$ cat config.mk
export PLATFORM = sky130hd
export DESIGN_NAME = nios2_oci_trace_capture
export DESIGN_NICKNAME = d
export VERILOG_FILES = /design/src/rtl/nios2_oci_trace_pkg.sv /design/src/rtl/nios2_oci_trace_fifo.sv /design/src/rtl/nios2_oci_trace_capture.sv
export SDC_FILE = /design/constraint.sdc
export NUM_CORES = 1
export LEC_CHECK = 0
export CAP_MARGIN = 5
export CORE_MARGIN = 2
export CORE_UTILIZATION = 34
export DETAILED_ROUTE_END_ITERATION = 10
export GPL_TIMING_DRIVEN = 0
export PLACE_DENSITY = 0.6
export SYNTH_ARGS = -nofsm -noshare
export SYNTH_HDL_FRONTEND = slang
export SYNTH_SLANG_ARGS = --single-unit
$ cat constraint.sdc
create_clock -name clk_i -period 10 [get_ports clk_i]
set_input_delay 3 -clock clk_i [delete_from_list [all_inputs] [get_ports clk_i]]
set_output_delay 3 -clock clk_i [all_outputs]
set_load 0.005 [all_outputs]
$ cat src/rtl/nios2_oci_trace_pkg.sv
// Shared types and sizing helpers for the OCI trace-capture buffer.
// NIOS2_OCI_TRACE_TIMESTAMP_EN prefixes each stored entry with a free-running timestamp.
package nios2_oci_trace_pkg;

  typedef enum logic [1:0] {
    StIdle,
    StCapture,
    StDrain,
    StDone
  } trace_state_e;

  localparam int unsigned OvfCntW = 16;

`ifdef NIOS2_OCI_TRACE_TIMESTAMP_EN
  localparam bit TimestampEn = 1'b1;
`else
  localparam bit TimestampEn = 1'b0;
`endif

  function automatic int unsigned entry_width(int unsigned dct_w, int unsigned cnt_w,
                                              int unsigned ts_w);
    return dct_w + cnt_w + (TimestampEn ? ts_w : 0);
  endfunction

endpackage

$ cat src/rtl/nios2_oci_trace_fifo.sv
// Circular trace buffer with first-word fall-through read port and registered level.
// Depth must be a power of two so the pointers wrap without extra logic.
module nios2_oci_trace_fifo
  import nios2_oci_trace_pkg::*;
#(
  parameter int unsigned Width = 34,
  parameter int unsigned Depth = 16
) (
  input  logic                         clk_i,
  input  logic                         reset_i,
  input  logic                         wr_en_i,
  input  logic [Width-1:0]             wr_data_i,
  input  logic                         rd_ready_i,
  output logic                         rd_valid_o,
  output logic [Width-1:0]             rd_data_o,
  output logic                         full_o,
  output logic [$clog2(Depth+1)-1:0]   level_o
);

  localparam int unsigned PtrW = $clog2(Depth);
  localparam int unsigned LvlW = $clog2(Depth + 1);

  logic [Width-1:0] mem_q [Depth];
  logic [PtrW-1:0]  wr_ptr_q, rd_ptr_q;
  logic [LvlW-1:0]  level_q, level_d;
  logic             wr_accept, pop;

  assign full_o     = (level_q == LvlW'(Depth));
  assign rd_valid_o = (level_q != '0);
  // Full is judged on the registered level, so a same-cycle pop never frees room.
  assign wr_accept  = wr_en_i && !full_o;
  assign pop        = rd_valid_o && rd_ready_i;
  assign rd_data_o  = rd_valid_o ? mem_q[rd_ptr_q] : '0;
  assign level_o    = level_q;

  always_comb begin
    level_d = level_q;
    unique case ({wr_accept, pop})
      2'b10:   level_d = level_q + 1'b1;
      2'b01:   level_d = level_q - 1'b1;
      default: level_d = level_q;
    endcase
  end

  always_ff @(posedge clk_i) begin
    if (reset_i) begin
      wr_ptr_q <= '0;
      rd_ptr_q <= '0;
      level_q  <= '0;
    end else begin
      if (wr_accept) wr_ptr_q <= wr_ptr_q + 1'b1;
      if (pop)       rd_ptr_q <= rd_ptr_q + 1'b1;
      level_q <= level_d;
    end
  end

  always_ff @(posedge clk_i) begin
    if (!reset_i && wr_accept) mem_q[wr_ptr_q] <= wr_data_i;
  end

endmodule

$ cat src/rtl/nios2_oci_trace_capture.sv
// OCI trace capture: capture/drain FSM, saturating overflow count and circular buffer.
// Define NIOS2_OCI_TRACE_TIMESTAMP_EN to store {timestamp, dct_count, dct_buffer} entries.
module nios2_oci_trace_capture
  import nios2_oci_trace_pkg::*;
#(
  parameter int unsigned DctW  = 30,
  parameter int unsigned CntW  = 4,
  parameter int unsigned Depth = 16,
  parameter int unsigned TsW   = 16
) (
  input  logic                                      clk_i,
  input  logic                                      reset_i,
  input  logic                                      cap_en_i,
  input  logic                                      dct_valid_i,
  input  logic [DctW-1:0]                           dct_buffer_i,
  input  logic [CntW-1:0]                           dct_count_i,
  input  logic                                      test_ending_i,
  output logic                                      rd_valid_o,
  input  logic                                      rd_ready_i,
  output logic [entry_width(DctW, CntW, TsW)-1:0]   rd_data_o,
  output logic [$clog2(Depth+1)-1:0]                level_o,
  output logic [OvfCntW-1:0]                        overflow_cnt_o,
  output logic                                      test_has_ended_o
);

  localparam int unsigned EntryW = entry_width(DctW, CntW, TsW);
  localparam int unsigned LvlW   = $clog2(Depth + 1);

  trace_state_e        state_q, state_d;
  logic [OvfCntW-1:0]  ovf_q, ovf_d;
  logic [EntryW-1:0]   wr_entry;
  logic [LvlW-1:0]     level_after;
  logic                wr_en, full, pop;

  assign wr_en       = (state_q == StCapture) && dct_valid_i;
  assign pop         = rd_valid_o && rd_ready_i;
  assign level_after = level_o - LvlW'(pop);

`ifdef NIOS2_OCI_TRACE_TIMESTAMP_EN
  logic [TsW-1:0] ts_q;

  always_ff @(posedge clk_i) begin
    if (reset_i) ts_q <= '0;
    else         ts_q <= ts_q + 1'b1;
  end

  assign wr_entry = {ts_q, dct_count_i, dct_buffer_i};
`else
  assign wr_entry = {dct_count_i, dct_buffer_i};
`endif

  nios2_oci_trace_fifo #(
    .Width (EntryW),
    .Depth (Depth)
  ) u_fifo (
    .clk_i      (clk_i),
    .reset_i    (reset_i),
    .wr_en_i    (wr_en),
    .wr_data_i  (wr_entry),
    .rd_ready_i (rd_ready_i),
    .rd_valid_o (rd_valid_o),
    .rd_data_o  (rd_data_o),
    .full_o     (full),
    .level_o    (level_o)
  );

  always_comb begin
    state_d = state_q;
    unique case (state_q)
      StIdle: begin
        if (test_ending_i) state_d = StDrain;
        else if (cap_en_i) state_d = StCapture;
      end
      StCapture: begin
        if (test_ending_i)  state_d = StDrain;
        else if (!cap_en_i) state_d = StIdle;
      end
      // Done is decided on the level left after this cycle's pop.
      StDrain: begin
        if (level_after == '0) state_d = StDone;
      end
      StDone:  state_d = StDone;
      default: state_d = StIdle;
    endcase
  end

  always_comb begin
    ovf_d = ovf_q;
    if (wr_en && full && (ovf_q != '1)) ovf_d = ovf_q + 1'b1;
  end

  always_ff @(posedge clk_i) begin
    if (reset_i) begin
      state_q <= StIdle;
      ovf_q   <= '0;
    end else begin
      state_q <= state_d;
      ovf_q   <= ovf_d;
    end
  end

  assign overflow_cnt_o   = ovf_q;
  assign test_has_ended_o = (state_q == StDone);

endmodule

==> impl_metrics.py <==
metrics = {
    "status": {
        "outcome": "finished clean",
    },
    "finish": {
        "seq_area_um2": 17000,
        "multi_input_area_um2": 5130,
        "drive_gt1_share_pct": 22.4,
        "num_antenna_cells": 0,
        "area_growth_pct": 18.7,
        "fill_cells": 5767,
        "fin_nets": 1263,
    },
    "clock_tree": {
        "cts_num_sinks": 579,
        "worst_skew_pair.late_latency_ns": 0.61,
        "clk_pin_slew_ns": 0.06,
        "cts_buffers": 58,
        "cts_setup_buffers": 0,
        "cts_resized": 0,
        "clock_path_buffers": 3,
        "cts.htree.levels": 2,
        "cts_tree": "done",
        "postCtsHoldBufs": 0,
        "root_buffer": "clkbuf_16",
    },
    "synth": {
        "synth_area_leaders": "edfxtp_1 (73%), mux4_2 (14%), mux2i_1 (3.2%)",
        "synth_common_cells": "edfxtp_1 (544), mux4_2 (136), mux2i_1 (71), nor2_1 (43), dfxtp_1 (35)",
        "synth_xor_area_share_pct": 0.744,
        "synth_edf_count": 544,
        "synthAdderAreaFrac_pct": 0.705,
        "avgSynthCellArea_um2": 21.5,
        "synthMuxAreaShare_pct": 16.9,
        "synthCells": 1040,
        "syn_nets": 1092,
        "synth_top_family_by_area": "multiplexers",
        "synth_seq_cells": 579,
        "synth_ff_type": "edfxtp_1",
        "synth_compound_area_share_pct": 1.77,
        "yosysTopAreaCell": "edfxtp_1",
        "ys_seq_area_share_pct": 76.1,
        "netlist_area_um2": 22400,
        "synth_top_area_share_pct": 73.0,
        "yosysMostFrequentCell": "edfxtp_1",
        "synth-simple-area-share_pct": 2.38,
        "synth_cell_types": 46,
        "async_flop_share_pct": 0,
        "ys_warn_count": 0,
    },
    "worst_setup_path": {
        "reg2reg_to": "u_fifo.level_o[4]$_SDFFE_PP0P_",
        "r2r_slack_ns": 6.73,
        "ff2ff_path_depth": 11,
        "cpMaxStageDelayCell": "clkbuf_1",
        "cp_data_arrival_time_ns": 3.68,
        "cp_top_family": "buffers and inverters",
        "cp.depth": 7,
        "rr_startpoint": "u_fifo.level_o[2]$_SDFFE_PP0P_",
        "crit_path_frequent_cell": "clkbuf_1",
        "crit_type": "reg -> out",
        "crit_chain": "nor3_1 > nand2_1 > nand2b_1 > clkbuf_1 > clkbuf_1 > o22ai_1 > clkdlybuf4s50_1",
        "end_kind": "output pin",
        "critical_path_buf_inv_count": 3,
        "cpPeakStageDelay_ns": 0.63,
        "startpoint_type": "flip-flop",
        "cp-startpoint": "u_fifo.level_o[1]$_SDFFE_PP0P_",
        "crit_fanout": 10,
        "crit_required_ns": 7.00,
    },
    "timing": {
        "relSlewSlack_pct": 25.5,
        "rsz0062_at_grt": "false",
        "setup_viol": 0,
        "fin_setup_tns_ns": 0,
        "slew_violations": 0,
        "fin_hold_ws_ns": 0.503,
        "worst_clock_skew_ns": 0.0154,
        "min_period_over_period_pct": 66.8,
        "max_freq_mhz": 150,
        "worst_slew_pin_slew_ns": 1.12,
        "min_period_ns": 6.68,
        "final_hold_viol_count": 0,
    },
    "worst_hold_path": {
        "hp-class": "reg -> reg",
        "min_to": "overflow_cnt_o[5]$_SDFFE_PP0P_",
        "hold_depth": 2,
        "min-delay-start": "overflow_cnt_o[5]$_SDFFE_PP0P_",
    },
    "drt": {
        "wl_um": 49000,
        "drc": 0,
        "vias_per_cell": 5.10,
        "routedWlPerCell_um": 23.1,
        "num_vias": 10808,
        "drt-initial-drc-count": 900,
        "first_pass_iters": 5,
        "ant_nets": 0,
    },
    "placed_design": {
        "port_buffers": 95,
        "place_congestion": 0.719,
        "hpwlAfterDp_um": 31300,
    },
    "global_routing": {
        "grt_pass1_vias": 11435,
        "grt_pass1_wl_um": 74000,
        "grt_max_degree": 22,
        "use_met3_pct": 2.69,
        "gr-usage-met2_pct": 23.6,
        "busiest_layer": "met2",
        "track_usage_pct": 14.8,
        "grt-ovfl-total": 0,
        "antenna_found_initial": 2,
        "grt_util_met1_pct": 20.8,
    },
    "die": {
        "pin_count": 97,
        "dieWidth_um": 261,
        "core_area_um2": 65500,
        "die_h_um": 261,
        "rows": 94,
        "start_util_pct": 34.2,
        "dieArea_um2": 67900,
    },
    "run": {
        "drv_cap": 0,
    },
    "power": {
        "max-vdd-ir-drop_mv": 0.128,
        "p_per_area_nw_per_um2": 210,
        "leakagePower_nw": 7.96,
    },
}
## cell usage in the layout, fill, tap and decap left out, types with 17 or more instances in the layout
| cell | netlist | layout |
|---|---|---|
| edfxtp_1 | 544 | 544 |
| mux4_2 | 136 | 136 |
| clkdlybuf4s50_1 | 0 | 95 |
| mux2i_1 | 71 | 71 |
| clkbuf_16 | 0 | 58 |
| clkbuf_1 | 25 | 42 |
| dfxtp_1 | 35 | 35 |
| o22ai_1 | 34 | 34 |
| nor2_1 | 43 | 31 |
| buf_2 | 17 | 17 |
## through the flow
| step | power, mW | utilization, % | cell area, µm² | instances | setup slack (ns) |
|---|---|---|---|---|---|
| finish | 5.59 | 40.6 | 26600 | 2121 | 3.32 |
| global route | 5.81 | 40.6 | 26600 | 2121 | 3.13 |
| CTS | 5.66 | 40.6 | 26600 | 2121 | 3.34 |
| detailed placement | 3.64 | 37.9 | 24800 | 2015 | 3.82 |
| global placement | 3.63 | 37.3 | 24400 | 1999 | 1.96 |
| floorplan | 3.27 | - | 22400 | 1040 | 4.39 |
## per-layer routing
layer,up-vias,wire length [µm]
met4,4,986
met3,71,2420
met2,286,23400
met5,-,24
li1,4690,-
met1,5757,22200
## where the power goes
group | internal (mW) | switching [mW] | leakage [nW]
clock network | 1.12 | 0.903 | 0.849
logic | 0.454 | 0.435 | 1.94
registers | 2.66 | 0.0126 | 5.17
total | 4.24 | 1.35 | 7.96
## worst reg2reg max path, cell delays in order (launching register included)
cell,delay (ns)
dfxtp_1,0.51
nor4_4,0.09
a211oi_1,0.54
buf_2,0.31
inv_1,0.06
ha_1,0.24
ha_1,0.32
nor2b_1,0.15
o21ai_0,0.21
a21oi_1,0.10
or3b_1,0.36
mux2_2,0.28
## layout make-up
| type | count | area share, % |
|---|---|---|
| repair buffers | 111 | 4.78 |
| clock inverters | 31 | 0.862 |
| inverters | 9 | 0.127 |
| well taps | 864 | 4.07 |
| flip-flops and latches | 579 | 64.1 |
| plain buffers | 52 | 1.02 |
| multi-input cells | 400 | 19.3 |
| clock buffers | 75 | 5.70 |
## cells by family (layout without fill, tap and decap cells)
logic type | after synthesis | count (layout)
compound gates | 62 | 62
xor+xnor | 19 | 19
fa+ha+maj | 12 | 12
buf+inv | 61 | 278
flops | 579 | 579
mux | 208 | 208
simple gates | 99 | 99
## registers in the layout, indices dropped and copies added (netlist names), named ones only
signal	flops
overflow_cnt_o	16
u_fifo.level_o	5
state_q	2
u_fifo.mem_q	544
u_fifo.wr_ptr_q	4
u_fifo.rd_ptr_q	4
## worst max path at each step
stage | endpoint | slack [ns]
CTS | rd_data_o[14] | 3.34
global route | rd_data_o[3] | 3.13
floorplan | u_fifo.mem_q[12][0]$_DFFE_PP_ | 4.39
detailed placement | u_fifo.level_o[4]$_SDFFE_PP0P_ | 3.82
global placement | u_fifo.mem_q[12][20]$_DFFE_PP_ | 1.96
finish | rd_data_o[3] | 3.32
No activity file was read; power rests on OpenSTA's default activity.
